## config.mk

```make
export PLATFORM = sky130hd
export DESIGN_NAME = pet_video_capture
export DESIGN_NICKNAME = d
export VERILOG_FILES = /design/src/rtl/pet_video_capture.sv
export SDC_FILE = /design/constraint.sdc
export NUM_CORES = 1
export LEC_CHECK = 0
export CAP_MARGIN = 20
export CELL_PAD_IN_SITES_DETAIL_PLACEMENT = 0
export CELL_PAD_IN_SITES_GLOBAL_PLACEMENT = 1
export CORE_MARGIN = 4
export CORE_UTILIZATION = 49
export CTS_CLUSTER_DIAMETER = 50
export DETAILED_ROUTE_END_ITERATION = 16
export PLACE_DENSITY = 0.95
export SYNTH_ARGS = -nofsm -noshare
export SYNTH_HDL_FRONTEND = slang
export SYNTH_SLANG_ARGS = --single-unit
```

## constraint.sdc

```tcl
create_clock -name CLK -period 7.5 [get_ports CLK]
set_input_delay 1.5 -clock CLK [delete_from_list [all_inputs] [get_ports CLK]]
set_output_delay 1.5 -clock CLK [all_outputs]
set_load 0.05 [all_outputs]
```

## src/rtl/pet_video_capture.sv

```systemverilog
// PET TTL video capture: recovers dot/line position from sync edges and packs the
// active pixel window into byte-wide frame-buffer writes with linear addresses.
module pet_video_capture #(
  parameter int H_START  = 64,
  parameter int H_ACTIVE = 320,
  parameter int V_START  = 20,
  parameter int V_ACTIVE = 200,
  parameter int ADDR_W   = 13
) (
  input  logic              CLK,
  input  logic              RESET_N,
  input  logic              DOT_CE,
  input  logic              PET_VID_DATA_N,
  input  logic              PET_VID_HORZ_N,
  input  logic              PET_VID_VERT_N,
  output logic              WR_STB,
  output logic [ADDR_W-1:0] WR_ADDR,
  output logic [7:0]        WR_DATA,
  output logic              FRAME_DONE,
  output logic              LOCKED,
  output logic              LINE_ERR
);

  localparam logic [9:0]        H_LO       = 10'(H_START);
  localparam logic [9:0]        H_HI       = 10'(H_START + H_ACTIVE);
  localparam logic [8:0]        V_LO       = 9'(V_START);
  localparam logic [8:0]        V_HI       = 9'(V_START + V_ACTIVE);
  localparam logic [8:0]        V_LAST     = 9'(V_START + V_ACTIVE - 1);
  localparam logic [6:0]        LAST_BYTE  = 7'(H_ACTIVE / 8 - 1);
  localparam logic [ADDR_W-1:0] LINE_BYTES = ADDR_W'(H_ACTIVE / 8);

  typedef enum logic [1:0] {ST_UNLOCKED, ST_CHECK, ST_LOCKED} lock_t;

  logic [2:0]        sync1, sync2;  // {data, horz, vert}
  logic              h_prev, v_prev;
  logic [9:0]        dot_cnt;
  logic [8:0]        line_cnt;
  logic [8:0]        prev_total;
  logic [ADDR_W-1:0] line_base;
  logic [6:0]        shreg;
  lock_t             lock_st;

  logic       hedge, vedge, line_act, dot_act, line_open, capture, byte_done, last_byte, good;
  logic [9:0] rel;
  logic [7:0] next_byte;

  always_comb begin
    hedge     = DOT_CE & h_prev & ~sync2[1];
    vedge     = DOT_CE & v_prev & ~sync2[0];
    line_act  = (line_cnt >= V_LO) && (line_cnt < V_HI);
    dot_act   = (dot_cnt >= H_LO) && (dot_cnt < H_HI);
    line_open = line_act && (dot_cnt < H_HI);
    rel       = dot_cnt - H_LO;
    next_byte = {shreg, ~sync2[2]};
    // The sync-edge dot itself is never captured; it restarts the position.
    capture   = DOT_CE && !hedge && !vedge && line_act && dot_act;
    byte_done = capture && (rel[2:0] == 3'd7);
    last_byte = (rel[9:3] == LAST_BYTE);
    good      = (line_cnt == prev_total) && (line_cnt >= V_HI);
  end

  always_ff @(posedge CLK or negedge RESET_N) begin
    if (!RESET_N) begin
      sync1      <= '1;
      sync2      <= '1;
      h_prev     <= 1'b1;
      v_prev     <= 1'b1;
      dot_cnt    <= '1;
      line_cnt   <= '1;
      line_base  <= '0;
      shreg      <= '0;
      WR_STB     <= 1'b0;
      WR_ADDR    <= '0;
      WR_DATA    <= '0;
      FRAME_DONE <= 1'b0;
      LINE_ERR   <= 1'b0;
    end else begin
      sync1      <= {PET_VID_DATA_N, PET_VID_HORZ_N, PET_VID_VERT_N};
      sync2      <= sync1;
      WR_STB     <= 1'b0;
      FRAME_DONE <= 1'b0;
      if (DOT_CE) begin
        h_prev <= sync2[1];
        v_prev <= sync2[0];

        if (hedge)               dot_cnt <= '0;
        else if (dot_cnt != '1)  dot_cnt <= dot_cnt + 10'd1;

        if (vedge)                         line_cnt <= '0;
        else if (hedge && line_cnt != '1)  line_cnt <= line_cnt + 9'd1;

        if ((hedge || vedge) && line_open) LINE_ERR <= 1'b1;

        // A truncated line still consumes its full address span.
        if (vedge)
          line_base <= '0;
        else if ((hedge && line_open) || (byte_done && last_byte))
          line_base <= line_base + LINE_BYTES;

        if (capture) shreg <= next_byte[6:0];

        if (byte_done) begin
          WR_STB     <= 1'b1;
          WR_ADDR    <= line_base + ADDR_W'(rel[9:3]);
          WR_DATA    <= next_byte;
          FRAME_DONE <= last_byte && (line_cnt == V_LAST);
        end
      end
    end
  end

  always_ff @(posedge CLK or negedge RESET_N) begin
    if (!RESET_N) begin
      lock_st    <= ST_UNLOCKED;
      prev_total <= '0;
      LOCKED     <= 1'b0;
    end else if (vedge) begin
      prev_total <= line_cnt;
      if (!good) begin
        lock_st <= ST_UNLOCKED;
        LOCKED  <= 1'b0;
      end else begin
        case (lock_st)
          ST_UNLOCKED: begin
            lock_st <= ST_CHECK;
            LOCKED  <= 1'b0;
          end
          default: begin
            lock_st <= ST_LOCKED;
            LOCKED  <= 1'b1;
          end
        endcase
      end
    end
  end

endmodule

```

==> results of run 1 <==
logic make-up after synthesis:
logic type	Yosys count	share of synthesized area, %
multiplexers	22	6.36
AND/OR/NAND/NOR	136	16.9
buffers and inverters	33	3.92
flip-flops	79	51.6
adder cells (fa/ha/maj)	14	4.50
XOR/XNOR	29	6.52
AO/OA/AOI/OAI	61	10.2
path summary, 6_finish.rpt:
| path | from | end |
|---|---|---|
| max | DOT_CE | WR_ADDR[11] |
| min | sync1[1] | sync2[1] |
| max reg2reg | line_cnt[2] | WR_ADDR[11] |
| min reg2reg | sync1[1] | sync2[1] |
| max in group asynchronous | RESET_N | prev_total[8] |
| min in group asynchronous | RESET_N | shreg[3] |
synth_stat cells (4+ instances only):
cell       n  area (um2)
mux2_2    22         248
dfrtp_1   52        1300
o21ai_0   22         110
nand3_1    5        25.0
xor2_1    12         105
nor2_1    19        71.3
o41ai_1    4        35.0
ha_1      14         175
or3_1      6        37.5
nor4_1     4        25.0
a21oi_1   16        80.1
clkbuf_1  12        45.0
nand2_1   63         236
dfstp_2   27         709
a31o_2     4        35.0
nor3_1     9        45.0
inv_1     12        45.0
nand4_1   10        62.6
nand2b_1   4        25.0
xnor2_1   17         149
critical path, stage by stage:
cell and delay (ns):
clkdlybuf4s50_1 0.64, o311ai_2 0.23, or3_1 0.74, inv_1 0.26
mux2_2 0.35
routing by layer:
layer / vias up / routed length (um) / track usage, % / part of all wire (%)
li1: 1328 / - / - / -
met1: 1289 / 3140 / 20.5 / 46
met2: 53 / 3310 / 25.6 / 48
met3: 11 / 334 / 4.67 / 4.8
met4: 0 / 102 / 6.05 / 1.5
met5: - / 0 / 0 / 0
state kept, by name, indices dropped and copies added (netlist names):
register / flops
shreg: 7
FRAME_DONE: 1
prev_total: 9
v_prev: 1
WR_ADDR: 13
h_prev: 1
WR_STB: 1
line_base: 10
lock_st: 1
sync2: 3
line_cnt: 9
dot_cnt: 10
LINE_ERR: 1
LOCKED: 1
WR_DATA: 8
sync1: 3
area by class of cell:
| class | instances | area [um2] |
|---|---|---|
| Clock buffer | 10 | 138 |
| Fill cell | 650 | 3300 |
| Timing Repair Buffer | 31 | 305 |
| Clock inverter | 6 | 66.3 |
| Tap cell | 102 | 128 |
| Multi-Input combinational cell | 262 | 1730 |
| Inverter | 12 | 45.0 |
| Sequential cell | 79 | 2010 |
power groups by stage:
stage | combinational [uW] | clock [uW] | sequential (uW)
2_1_floorplan | 59.6 | 0 | 482
3_3_place_gp | 77.0 | 0 | 489
3_5_place_dp | 79.9 | 0 | 490
4_1_cts | 80.6 | 330 | 483
5_1_grt | 93.3 | 349 | 486
6_report | 79.3 | 319 | 483
metrics by stage:
stage / total power [uW] / instances
after detailed placement: 570 / 486
final: 881 / 502
after floorplan: 541 / 374
after CTS: 893 / 502
after global placement: 566 / 486
after global routing: 928 / 502
==> flow_summary.ini, run 1 <==
[yosys]
synth_area_per_cell_um2 = 10.4
netlist_area_um2 = 3890
synthCells = 374
ys_seq_elements = 79
synth_warnings = 0
synth_cell_type_count = 47
synth_ff_type = dfrtp_1
synth_seq_area_share_pct = 51.6
synthArstFlopShare_pct = 100
synth.net_count = 394
synth-edff-count = 0

[critical_path]
cp.required_ns = 7.73
rrSetupSlack_ns = 4.44
path_class = primary input to flip-flop
r2r_cells = 6
end_kind = flip-flop
worstPathArrival_ns = 3.74
start_kind = primary input
worstPathMaxFanout = 26

[power]
power_density_nw_per_um2 = 199
ir_drop_mv = 0.126
p_int_uw = 655
p_leak_uw = 0.00192
p_switching_uw = 227
pwr-share-seq_pct = 54.8
power_frac_comb_pct = 9.0
clockPowerShare_pct = 36.2
switching_share_pct = 25.7

[global_routing]
track_usage_pct = 16.0
grt_pass1_vias = 2736
grt_pass1_wl_mm = 12.5
overflow = 0
grt_max_degree = 80
antenna_found_initial = 0

[sta]
fmax_mhz = 285
tightest_slew_ns = 0.983
final.setup.tns_ns = 0
hold_slack_ns = 0.360
finClkSkew_ns = 0.0145
rsz0062_at_grt = no
final-hold-violation-count = 0
setup_viol = 0
finalCritPeriodShare_pct = 46.8
slew_headroom_pct = 34.5
worst_slack_ns = 3.99
slew_viol_final = 0
period_needed_ns = 3.51

[placed_design]
pre_cts_ws_ns = 3.60
placed_cell_area_um2 = 4220
place_congestion = 0.817
dpl.hpwl_mm = 4.86
port_buffers = 30

[clock_network]
cts_max_path_buffers = 2
cts_buffers = 9
insertion_delay_ns = 0.35
postCtsSetupBuffers = 0
cts_tree = yes
cts.sinks = 79
cts_resized = 0
holdBufCountCts = 0
htree_levels = 3
path_clk_slew_ns = 0.08
cts_root_buffer = clkbuf_8

[die]
die_w_um = 97.1
start_util_pct = 50.4
dieArea_um2 = 9440
ioPinCount = 31
die_h_um = 97.1
fp-row-count = 32
design.core.area_um2 = 7730

[cells_and_area]
area_delta_synth_final_pct = 13.6
mostFrequentLayoutCells = nand2_1 (63), dfrtp_1 (52), clkdlybuf4s50_1 (29), dfstp_2 (27)
antenna_cells = 0
drive_gt1_share_pct = 19.5
nets = 415
final_area_um2 = 4420
final_common_cell = nand2_1
final_core_util_pct = 57.2

[routing]
wl_mm = 6.89
dr.first_iter.drc_count = 84
remaining_drc_errors = 0
drtPass1Iterations = 4
via_per_inst = 5.34
wl_per_cell_um = 13.7
vias = 2681
ant_nets = 0

[worst_hold_path]
hp-class = flip-flop to flip-flop
holdPathStages = 0

[status]
outcome = finished clean

[job]
max-cap-violations = 0
No activity file was read; power rests on OpenSTA's default activity.
==> inputs of run 2 (changes only) <==
- CORE_UTILIZATION: 49 -> 41
- PLACE_DENSITY: 0.95 -> 0.87
- clock period: 7.5 -> 2.91 ns (I/O delays scaled with it)
==> flow_summary.ini, run 2 (synthesis results as in run 1) <==
[status]
outcome = finished clean

[sta]
final.setup.tns_ns = 0
finClkSkew_ns = 0.00870
final-hold-violation-count = 0
rsz0062_at_grt = no
slew_viol_final = 0
finalCritPeriodShare_pct = 93.1
fmax_mhz = 369
tightest_slew_ns = 0.711
setup_viol = 0
period_needed_ns = 2.71
slew_headroom_pct = 52.5

[clock_network]
postCtsSetupBuffers = 0
htree_levels = 3
insertion_delay_ns = 0.35
path_clk_slew_ns = 0.08
cts_max_path_buffers = 2
cts_root_buffer = clkbuf_8
cts_resized = 0
cts.sinks = 79
holdBufCountCts = 0
cts_buffers = 9
cts_tree = yes

[cells_and_area]
largest_reg_flops = 13
drive_gt1_share_pct = 21.1
final_common_cell = nand2_1
final_core_util_pct = 49.2
multi_input_area_um2 = 1730
filler_cell_count = 840
area_delta_synth_final_pct = 16.8
regMostFlops = WR_ADDR
mostFrequentLayoutCells = nand2_1 (63), dfrtp_1 (52), clkdlybuf4s50_1 (29), dfstp_2 (27)
regArea_um2 = 2010
nets = 422
antenna_cells = 0
top_regs = WR_ADDR: 13 flops, dot_cnt: 10 flops, line_base: 10 flops

[critical_path]
end_kind = flip-flop
r2r_end = line_base[6]
startpoint = dot_cnt[6]
r2r_cells = 8
path_class = flip-flop to flip-flop
start_kind = flip-flop
cp-endpoint = line_base[6]
worstPathArrival_ns = 2.93
r2r-start = dot_cnt[6]
worstPathMaxFanout = 10
cp.required_ns = 3.13
rrSetupSlack_ns = 0.20

[global_routing]
track_usage_pct = 13.9
grt_pass1_vias = 2539
overflow = 0
grt_max_degree = 42
antenna_found_initial = 0
grt_pass1_wl_mm = 12.5

[power]
power_density_nw_per_um2 = 521
power_uw = 2370
ir_drop_mv = 0.301
p_leak_uw = 0.00197

[die]
die_w_um = 105
ioPinCount = 31
fp-row-count = 35
die_h_um = 105
design.core.area_um2 = 9240
dieArea_um2 = 11100
start_util_pct = 42.1

[routing]
drtPass1Iterations = 4
remaining_drc_errors = 0
wl_mm = 7.27
dr.first_iter.drc_count = 84
via_per_inst = 5.05
vias = 2708
ant_nets = 0
wl_per_cell_um = 13.6

[job]
max-cap-violations = 0

[placed_design]
port_buffers = 30
place_congestion = 0.770
dpl.hpwl_mm = 5.22

[worst_hold_path]
hp-class = primary input to asynchronous set/reset pin
run 2: cell types whose count changed in the layout (fill, tap and decap cells not counted):
| cell | previous run | this run |
|---|---|---|
| clkinv_1 | 1 | 0 |
| buf_4 | 2 | 8 |
| bufinv_16 | 1 | 2 |
| clkinv_4 | 0 | 1 |
| buf_12 | 0 | 1 |
| inv_6 | 2 | 1 |
run 2: how the worst min path moves through the flow:
stage,start,endpoint,slack (ns),cells after the start
after floorplan,RESET_N,FRAME_DONE,0.29,0
after global placement,sync1[1],sync2[1],0.35,0
after detailed placement,sync1[2],sync2[2],0.35,0
after CTS,RESET_N,WR_DATA[3],0.20,1
after global routing,RESET_N,WR_DATA[3],0.22,1
final,RESET_N,WR_DATA[3],0.19,1
run 2: where the power goes:
| part | leakage [uW] | internal, uW | switching [uW] |
|---|---|---|---|
| Clock | 0.000109 | 510 | 408 |
| Sequential | 0.00101 | 1180 | 61.5 |
| Combinational | 0.000853 | 86.2 | 120 |
| Total | 0.00197 | 1780 | 589 |
run 2: worst max-delay path, cell delays in order (launching register included):
cell and delay, ns:
dfstp_2 0.62, inv_1 0.08, ha_1 0.24, nand2b_1 0.17
o32a_1 0.17, or4_4 0.51, o21a_4 0.25, o311ai_0 0.40
o41ai_1 0.14
run 2: area by class of cell:
type	instances	share of cell area (%)
flip-flops and latches	79	44.2
clock inverters	6	2.04
clock buffers	10	3.03
repair buffers	38	8.14
well taps	129	3.55
inverters	12	0.990
multi-input cells	262	38.0
run 2: routing by layer:
layer	part of all wire, %	track usage, %
met1	49	18.9
met2	45	21.2
met3	4.2	4.04
met4	1.6	5.06
met5	0	0
run 2: through the flow:
step	worst slack (ns)	std cells	hold slack, ns	cell area (um2)
6_report	0.202	536	0.193	4550
5_1_grt	0.0435	536	0.221	4550
4_1_cts	0.201	536	0.198	4550
3_5_place_dp	0.217	520	0.347	4320
3_3_place_gp	0.333	520	0.347	4320
2_1_floorplan	0.391	374	0.286	3890
